[src/rtl/csi_pkt_pkg.sv]
// rtl/csi_pkt_pkg.sv - CSI-2 packet builder types, data-type codes, ECC and CRC helpers
package csi_pkt_pkg;

  typedef enum logic [2:0] {
    IDLE, H_DI, H_D0, H_D1, H_ECC, PAYLOAD, CRC_LO, CRC_HI
  } state_t;

  localparam logic [5:0] DT_FS   = 6'h00;
  localparam logic [5:0] DT_FE   = 6'h01;
  localparam logic [5:0] DT_LS   = 6'h02;
  localparam logic [5:0] DT_LE   = 6'h03;
  localparam logic [5:0] DT_RAW8 = 6'h2A;

  // Header Hamming parity; each mask selects the data bits covered by one parity bit.
  function automatic logic [5:0] csi_ecc(input logic [23:0] d);
    logic [5:0] p;
    p[0] = ^(d & 24'hF12CB7);
    p[1] = ^(d & 24'hF2555B);
    p[2] = ^(d & 24'h749A6D);
    p[3] = ^(d & 24'hB8E38E);
    p[4] = ^(d & 24'hDF03F0);
    p[5] = ^(d & 24'hEFFC00);
    return p;
  endfunction

  // Reflected CCITT step, data consumed LSB first.
  function automatic logic [15:0] crc16_byte(input logic [15:0] crc, input logic [7:0] b);
    logic [15:0] c;
    c = crc;
    for (int i = 0; i < 8; i++) begin
      c = (c[0] ^ b[i]) ? ((c >> 1) ^ 16'h8408) : (c >> 1);
    end
    return c;
  endfunction

endpackage

[src/rtl/csi_crc16.sv]
// rtl/csi_crc16.sv - byte-wise CRC-16 accumulator, seeded on clear
module csi_crc16
  import csi_pkt_pkg::*;
(
  input  logic        hs_clk,
  input  logic        rst,
  input  logic        clr_i,
  input  logic        en_i,
  input  logic [7:0]  data_i,
  output logic [15:0] crc_o
);

  logic [15:0] crc_q;

  always_ff @(posedge hs_clk or posedge rst) begin
    if (rst) begin
      crc_q <= '0;
    end else if (clr_i) begin
      crc_q <= 16'hFFFF;
    end else if (en_i) begin
      crc_q <= crc16_byte(crc_q, data_i);
    end
  end

  assign crc_o = crc_q;

endmodule

[src/rtl/csi_packet_builder.sv]
// rtl/csi_packet_builder.sv - serialises CSI-2 short/long packets into a byte stream
module csi_packet_builder
  import csi_pkt_pkg::*;
#(
  parameter int WC_W = 16,
  parameter int VC_W = 2,
  parameter int DT_W = 6
) (
  input  logic            hs_clk,
  input  logic            rst,
  input  logic            cmd_valid,
  output logic            cmd_ready,
  input  logic            cmd_long,
  input  logic [VC_W-1:0] cmd_vc,
  input  logic [DT_W-1:0] cmd_dt,
  input  logic [WC_W-1:0] cmd_wc,
  input  logic            pix_valid,
  output logic            pix_ready,
  input  logic [7:0]      pix_data,
  output logic            out_valid,
  input  logic            out_ready,
  output logic [7:0]      out_data,
  output logic            out_sop,
  output logic            out_eop,
  output logic            busy
);

  state_t          state_q, state_d;
  logic [7:0]      di_q, di_d;
  logic [WC_W-1:0] wc_q, wc_d;
  logic [WC_W-1:0] rem_q, rem_d;
  logic            long_q, long_d;
  logic            ov_q, ov_d;
  logic [7:0]      od_q, od_d;
  logic            sop_q, sop_d;
  logic            eop_q, eop_d;
  logic            load, cmd_acc, pix_acc;
  logic [15:0]     crc;

  assign load      = !ov_q || out_ready;
  assign cmd_ready = (state_q == IDLE) && !rst;
  assign cmd_acc   = cmd_valid && cmd_ready;
  assign pix_ready = (state_q == PAYLOAD) && load;
  assign pix_acc   = pix_valid && pix_ready;

  csi_crc16 u_crc (
    .hs_clk (hs_clk),
    .rst    (rst),
    .clr_i  (cmd_acc),
    .en_i   (pix_acc),
    .data_i (pix_data),
    .crc_o  (crc)
  );

  always_comb begin
    state_d = state_q;
    di_d    = di_q;
    wc_d    = wc_q;
    rem_d   = rem_q;
    long_d  = long_q;
    ov_d    = ov_q;
    od_d    = od_q;
    sop_d   = sop_q;
    eop_d   = eop_q;
    // The output register empties on a load unless a state below refills it.
    if (load) begin
      ov_d  = 1'b0;
      sop_d = 1'b0;
      eop_d = 1'b0;
    end
    case (state_q)
      IDLE: begin
        if (cmd_acc) begin
          di_d    = {cmd_vc, cmd_dt};
          wc_d    = cmd_wc;
          long_d  = cmd_long;
          state_d = H_DI;
        end
      end
      H_DI: begin
        if (load) begin
          ov_d    = 1'b1;
          od_d    = di_q;
          sop_d   = 1'b1;
          state_d = H_D0;
        end
      end
      H_D0: begin
        if (load) begin
          ov_d    = 1'b1;
          od_d    = wc_q[7:0];
          state_d = H_D1;
        end
      end
      H_D1: begin
        if (load) begin
          ov_d    = 1'b1;
          od_d    = wc_q[15:8];
          state_d = H_ECC;
        end
      end
      H_ECC: begin
        if (load) begin
          ov_d  = 1'b1;
          od_d  = {2'b00, csi_ecc({wc_q, di_q})};
          eop_d = !long_q;
          rem_d = wc_q;
          if (!long_q) begin
            state_d = IDLE;
          end else if (wc_q == '0) begin
            state_d = CRC_LO;
          end else begin
            state_d = PAYLOAD;
          end
        end
      end
      PAYLOAD: begin
        if (pix_acc) begin
          ov_d  = 1'b1;
          od_d  = pix_data;
          rem_d = rem_q - 1'b1;
          if (rem_q == WC_W'(1)) begin
            state_d = CRC_LO;
          end
        end
      end
      CRC_LO: begin
        if (load) begin
          ov_d    = 1'b1;
          od_d    = crc[7:0];
          state_d = CRC_HI;
        end
      end
      CRC_HI: begin
        if (load) begin
          ov_d    = 1'b1;
          od_d    = crc[15:8];
          eop_d   = 1'b1;
          state_d = IDLE;
        end
      end
      default: state_d = IDLE;
    endcase
  end

  always_ff @(posedge hs_clk or posedge rst) begin
    if (rst) begin
      state_q <= IDLE;
      di_q    <= '0;
      wc_q    <= '0;
      rem_q   <= '0;
      long_q  <= 1'b0;
      ov_q    <= 1'b0;
      od_q    <= '0;
      sop_q   <= 1'b0;
      eop_q   <= 1'b0;
    end else begin
      state_q <= state_d;
      di_q    <= di_d;
      wc_q    <= wc_d;
      rem_q   <= rem_d;
      long_q  <= long_d;
      ov_q    <= ov_d;
      od_q    <= od_d;
      sop_q   <= sop_d;
      eop_q   <= eop_d;
    end
  end

  assign out_valid = ov_q;
  assign out_data  = od_q;
  assign out_sop   = sop_q;
  assign out_eop   = eop_q;
  assign busy      = (state_q != IDLE) || ov_q;

endmodule
[config.mk]
export PLATFORM = sky130hd
export DESIGN_NAME = csi_packet_builder
export DESIGN_NICKNAME = d
export VERILOG_FILES = /design/src/rtl/csi_pkt_pkg.sv /design/src/rtl/csi_crc16.sv /design/src/rtl/csi_packet_builder.sv
export SDC_FILE = /design/constraint.sdc
export NUM_CORES = 1
export LEC_CHECK = 0
export ABC_AREA = 1
export CAP_MARGIN = 20
export CORE_MARGIN = 3
export CORE_UTILIZATION = 45
export CTS_CLUSTER_SIZE = 12
export DETAILED_ROUTE_END_ITERATION = 8
export HOLD_SLACK_MARGIN = 0.06
export PLACE_DENSITY = 0.76
export SYNTH_ARGS = -nofsm -noshare
export SYNTH_HDL_FRONTEND = slang
export SYNTH_SLANG_ARGS = --single-unit
[constraint.sdc]
create_clock -name hs_clk -period 2.5 [get_ports hs_clk]
set_input_delay 0.625 -clock hs_clk [delete_from_list [all_inputs] [get_ports hs_clk]]
set_output_delay 0.625 -clock hs_clk [all_outputs]
set_load 0.02 [all_outputs]
Word-level counts from Yosys, hierarchy flattened
Index checks and enable logic that the tools add are counted.
{"block": "classes", "addsub": 1, "n_mul": 0, "div": 0, "order_cmp": 0, "eq_ne": 17, "n_shift": 0, "muxes": 44, "n_bitwise": 16, "reduce_logical": 26}
{"operator": "2-to-1 mux 16 bit", "count": 12}
{"operator": "XOR reduction 24 bit", "count": 6}
{"operator": "2-to-1 mux 8 bit", "count": 7}
{"operator": "one-hot mux 8 bit (7 select lines)", "count": 1}
{"operator": "one-hot mux 16 bit (2 select lines)", "count": 1}
{"operator": "2-to-1 mux 3 bit", "count": 10}
{"operator": "NOT 2 -> 3 bit", "count": 8}
{"operator": "one-hot mux 3 bit (8 select lines)", "count": 1}
{"operator": "== test 16 x 1 -> 1 bit, second input constant", "count": 1}
{"operator": "logical NOT 16 bit", "count": 1}
{"operator": "inequality test 2 bit, second input constant", "count": 8}
{"operator": "subtractor 16 x 1 -> 16 bit, second input constant", "count": 1}
{"operator": "== test 3 bit, second input constant", "count": 4}
{"operator": "2-to-1 mux 1 bit", "count": 9}
{"operator": "AND reduction 9 bit", "count": 1}
{"operator": "AND reduction 8 bit", "count": 1}
{"operator": "bitwise XOR 1 bit", "count": 8}
{"operator": "nonzero test 7 bit", "count": 1}
{"operator": "== test 3 x 2 -> 1 bit, second input constant", "count": 2}
{"operator": "OR reduction 6 bit", "count": 1}
{"operator": "logical AND 1 bit", "count": 4}
{"operator": "one-hot mux 1 bit (2 select lines)", "count": 2}
{"operator": "nonzero test 2 bit", "count": 2}
{"operator": "== test 3 x 1 -> 1 bit, second input constant", "count": 1}
{"operator": "8 further kinds", "count": 11}
{"block": "totals", "reg_bits": 71, "latchBits": 0, "mem_bits_rw": 0, "mem_bits_ro": 0, "out_inout_bits": 14, "word_cells": 114, "mem_count": 0}

Logic depth before layout (Yosys ltp)
{"block": "logic_depth", "word_depth": 18, "depth_mapped": 17}

Modules after synthesis
A second synthesis with hierarchy kept.
{"block": "unflattened", "hier_cells": 713, "hier_area_um2": 4952.2}
{"mod": "csi_packet_builder", "n_inst": 1, "cells_each": 569, "area_per_inst_um2": 3936.3}
{"mod": "csi_crc16", "n_inst": 1, "cells_each": 144, "area_per_inst_um2": 1016.0}

Least setup slack after synthesis
No wires, ideal clock.
{"block": "synth_timing", "path_kind": "in2reg", "from": "input out_ready", "to": "register rem_q[0]", "setup_time_ns": 0.121, "arrival_ns": 1.629, "t_required_ns": 2.379, "slack_ns": 0.749, "path_stages": 9, "path_buffers": 1, "cell_sequence": "nor2_1 nor2_4 nand2_4 inv_8 a21oi_4 inv_4 buf_6 nand2_1 o21ai_1"}
{"block": "synth_via", "elab_chain_cells": 5, "elab_cells_between_ends": 6, "classes_between": "eq/ne: 2; reduce/logical: 4"}
{"element": "from (decl)", "line_no": "csi_packet_builder.sv:21", "text": "input logic out_ready,"}
{"element": "logical OR 1 bit", "line_no": "csi_packet_builder.sv:40", "text": "assign load = !ov_q || out_ready;"}
{"element": "logical AND 1 bit", "line_no": "csi_packet_builder.sv:43", "text": "assign pix_ready = (state_q == PAYLOAD) && load;"}
{"element": "net pix_ready", "line_no": "csi_packet_builder.sv:18", "text": "output logic pix_ready,"}
{"element": "logical AND 1 bit", "line_no": "csi_packet_builder.sv:44", "text": "assign pix_acc = pix_valid && pix_ready;"}
{"element": "inequality test 2 bit (no line)"}
{"element": "AND reduction 3 bit (no line)"}
{"element": "to (signal assigned)", "line_no": "csi_packet_builder.sv:161", "text": "rem_q <= rem_d;"}
{"element": "to (decl)", "line_no": "csi_packet_builder.sv:31", "text": "logic [WC_W-1:0] rem_q, rem_d;"}
The timed path passes the listed nets, and every way through them passes these cells.
A chain may end at the register's enable or synchronous reset.

Worst setup path after layout
{"block": "layout_timing", "from": "register state_q[2]", "to": "output busy"}
{"block": "layout_via", "elab_chain_cells": 2}
{"element": "from (decl)", "line_no": "csi_packet_builder.sv:28", "text": "state_t state_q, state_d;"}
{"element": "from (signal assigned)", "line_no": "csi_packet_builder.sv:158", "text": "state_q <= state_d;"}
{"element": "nonzero test 3 bit", "line_no": "csi_packet_builder.sv:174", "text": "assign busy = (state_q != IDLE) || ov_q;"}
{"element": "logical OR 1 bit", "line_no": "csi_packet_builder.sv:174"}
{"element": "to (decl)", "line_no": "csi_packet_builder.sv:25", "text": "output logic busy"}
No other way between the ends.

==> results.yml <==
power:
  switching_share_pct: 48.5
  net-switching-power_uw: 4000
  fin_total_pwr_uw: 8250
  sequential_power_share_pct: 26.1
  power-per-cell-area_nw_per_um2: 1480
  power.leakage_uw: 0.00264
  internal_power_uw: 4250
  clockPowerShare_pct: 13.4
  combinationalPowerShare_pct: 60.5
  worst_ir_drop_vdd_mv: 0.690
synth:
  post-synth-top-area-fraction_pct: 38.2
  synth_async_sr_flop_share_pct: 100
  synth_largest_area_cell: "sky130_fd_sc_hd__dfrtp_1"
  synth_seq_cells: 71
  synthesis.yosys.warnings: 0
  synth_seq_area_share_pct: 38.2
  synth_area_per_cell_um2: 7.34
  ys_types: 41
  synth.area.top_cells: "sky130_fd_sc_hd__dfrtp_1, sky130_fd_sc_hd__nand2_1, sky130_fd_sc_hd__inv_1"
  syn-cell-area_um2: 4650
  number_of_flops_mapped_to_enable_cells_by_yosys: 0
  synth-main-ff-cell: "sky130_fd_sc_hd__dfrtp_1"
  syn-num-nets: 681
  synth_cells: 633
floorplan:
  die_y_um: 108
  initial_core_utilization_pct: 46.9
  floorplan_die_area_um2: 11600
  io_pins: 52
  floorplan.die.width_um: 108
  standard_cell_row_count: 36
  core_outline_area_um2: 9910
clock_network:
  clock_sinks: 71
  root_buffer: "sky130_fd_sc_hd__clkbuf_8"
  cts_htree_levels: 3
  cts_setup_buffers: 0
  cts_hold_buf: 0
  ctsLongestPathBuffers: 2
  worstSkewPairLatency_ns: 0.35
  tritoncts: "yes"
  cts_buffers: 9
  path_clk_slew_ns: 0.08
route:
  wl_met3_um: 719
  number_of_drc_violations_after_detailed_routing: 0
  drt-initial-drc-count: 294
  detail-route-antenna-nets: 0
  wirelength_met1_mm: 5.25
  top_layer: "met4"
  via_per_inst: 5.27
  wl_per_cell_um: 14.5
  detail_route.wirelength_mm: 12.0
  drtPass1Iterations: 4
  wl_met2_mm: 5.71
  route.vias.total: 4365
sta:
  max_slew_margin_pct: 65.9
  period_minus_slack_ns: 2.34
  hold_viol_final: 0
  timing_max_transition_violations_final: 0
  timing.setup.tns_ns: 0
  achievable-frequency_mhz: 427
  fin_skew_ns: 0.00659
  post-route-period-util_pct: 93.8
  setup-violations-final: 0
  grt_setup_unrepaired: "no"
  tightest_slew_ns: 0.509
grt:
  globalRouteOverflowTotal: 0
  largest_net_degree_at_the_start_of_global_routing: 72
  global_route.usage.total_pct: 22.0
  antenna_found_initial: 0
  first_pass_grt_wire_length_mm: 20.4
  first_global_vias: 4232
final_layout:
  nets: 738
  fin_area_um2: 5580
  antenna-diode-count: 0
  drive_gt1_share_pct: 7.48
  number_of_standard_cells_in_the_final_layout_excluding_fillers: 828
  fin_util_pct: 56.3
  filler_cell_count: 918
  syn2layout_area_growth_pct: 20.1
setup_path:
  critPathCaptureType: "output pin"
  crit_path_class: "flip-flop to output pin"
  worstRegToRegCells: 11
  worst-endpoint-arrival_ns: 1.72
  worst_ep_required_time_ns: 1.88
  critical_path.max_fanout: 6
  cp-start-kind: "flip-flop"
place:
  dpl-instance-area_um2: 5340
  gp_congestion: 0.996
  dpl.hpwl_mm: 9.23
  dp_cells: 812
  portBuffers: 51
worst_hold_path:
  hold-path-cell-count: 2
  timing.hold.worst.class: "flip-flop to flip-flop"
flow_run:
  cap_viol_max_count: 0
outcome:
  status: "complete, no violations"
layout make-up:
class	count	area (µm²)	share of cell area, %
multi-input cells	462	2460	44.1
flip-flops and latches	71	1780	31.9
repair buffers	61	612	11.0
inverters	85	329	5.90
well taps	133	166	2.98
clock buffers	10	128	2.29
clock inverters	6	109	1.95
metal layers:
layer / GRT usage, % / up-vias
met4: 8.57 / 0
li1: - / 2150
met3: 4.08 / 32
met1: 29.6 / 2040
met5: 0 / -
met2: 35.3 / 143
per-stage QoR:
step,setup slack [ns],hold WS (ns)
CTS,0.00699,0.493
detailed placement,0.00440,0.467
floorplan,0.0784,0.459
finish,0.156,0.486
global route,0.0507,0.514
global placement,-0.0117,0.468
layout by cell type, fill, tap and decap left out, drive strengths merged:
master | netlist | final
clkdlybuf4s50 | 0 | 49
or2 | 1 | 1
bufinv | 0 | 3
nand3 | 28 | 28
dlygate4sd2 | 0 | 1
o22ai | 14 | 14
a22oi | 8 | 8
clkbuf | 5 | 10
o21ai | 66 | 66
ha | 10 | 10
nor2 | 43 | 43
o31ai | 1 | 1
a31oi | 1 | 1
xor2 | 21 | 21
a21oi | 31 | 31
buf | 10 | 10
a32oi | 1 | 1
nor4 | 2 | 2
xnor2 | 24 | 24
o211ai | 2 | 2
nor3 | 14 | 14
nor3b | 2 | 2
clkinv | 0 | 3
dlymetal6s2s | 0 | 1
o22a | 2 | 2
inv | 85 | 85
nand3b | 2 | 2
dfrtp | 71 | 71
nand2 | 187 | 187
nand4 | 2 | 2
power by group through the flow:
stage / combinational, µW / clock, µW / sequential, µW
after detailed placement: 4920 / 0 / 2160
final: 4990 / 1110 / 2150
after global placement: 4780 / 0 / 2140
after floorplan: 3670 / 0 / 2120
after CTS: 4970 / 1120 / 2140
after global routing: 5710 / 1170 / 2230
Yosys cell counts (7+ instances only):
cell,count
sky130_fd_sc_hd__o21ai_1,15
sky130_fd_sc_hd__xor2_1,21
sky130_fd_sc_hd__xnor2_1,24
sky130_fd_sc_hd__nand3_1,27
sky130_fd_sc_hd__inv_1,78
sky130_fd_sc_hd__nor2_1,37
sky130_fd_sc_hd__a22oi_1,7
sky130_fd_sc_hd__ha_1,10
sky130_fd_sc_hd__o22ai_1,11
sky130_fd_sc_hd__buf_2,8
sky130_fd_sc_hd__nor3_1,14
sky130_fd_sc_hd__dfrtp_1,71
sky130_fd_sc_hd__o21ai_0,49
sky130_fd_sc_hd__nand2_1,185
sky130_fd_sc_hd__a21oi_1,29
kinds of logic after synthesis:
| logic type | count (synthesis) | share of synthesized area, % |
|---|---|---|
| buffers and inverters | 100 | 8.83 |
| and+or+nand+nor | 281 | 25.8 |
| DFF | 71 | 38.2 |
| AOI/OAI and AO/OA | 126 | 16.0 |
| xor gates and xnor gates | 45 | 8.48 |
| adders and majority gates | 10 | 2.69 |
path summary, 6_finish.rpt:
check,from,end,slack (ns)
worst min-delay path,out_data[3],out_data[3],0.49
min in group asynchronous,rst,asynchronous set/reset pin,0.71
worst max-delay path,state_q[2],busy,0.16
worst max register to register,state_q[0],out_data[3],0.42
worst min register to register,out_data[3],out_data[3],0.49
max in group asynchronous,rst,state_q[2],1.49
state kept, by name, summed over array words and instances (netlist names), named ones only:
name / count
rem_q: 16
wc_q: 16
out_data: 8
state_q: 3
long_q: 1
u_crc.crc_o: 16
out_eop: 1
out_valid: 1
di_q: 8
repair_timing:
item	in CTS	in global routing
resized for setup	1	2
cloned	0	0
pin swaps	0	0
endpoints found under the setup margin	1	2
worst max-delay path: stages (launching register included):
cell                              delay [ns]
sky130_fd_sc_hd__dfrtp_2                0.47
sky130_fd_sc_hd__inv_2                  0.16
sky130_fd_sc_hd__nand2_1                0.10
sky130_fd_sc_hd__inv_1                  0.08
sky130_fd_sc_hd__nand2_1                0.05
sky130_fd_sc_hd__clkdlybuf4s50_1        0.53
No activity file was read; power rests on OpenSTA's default activity.
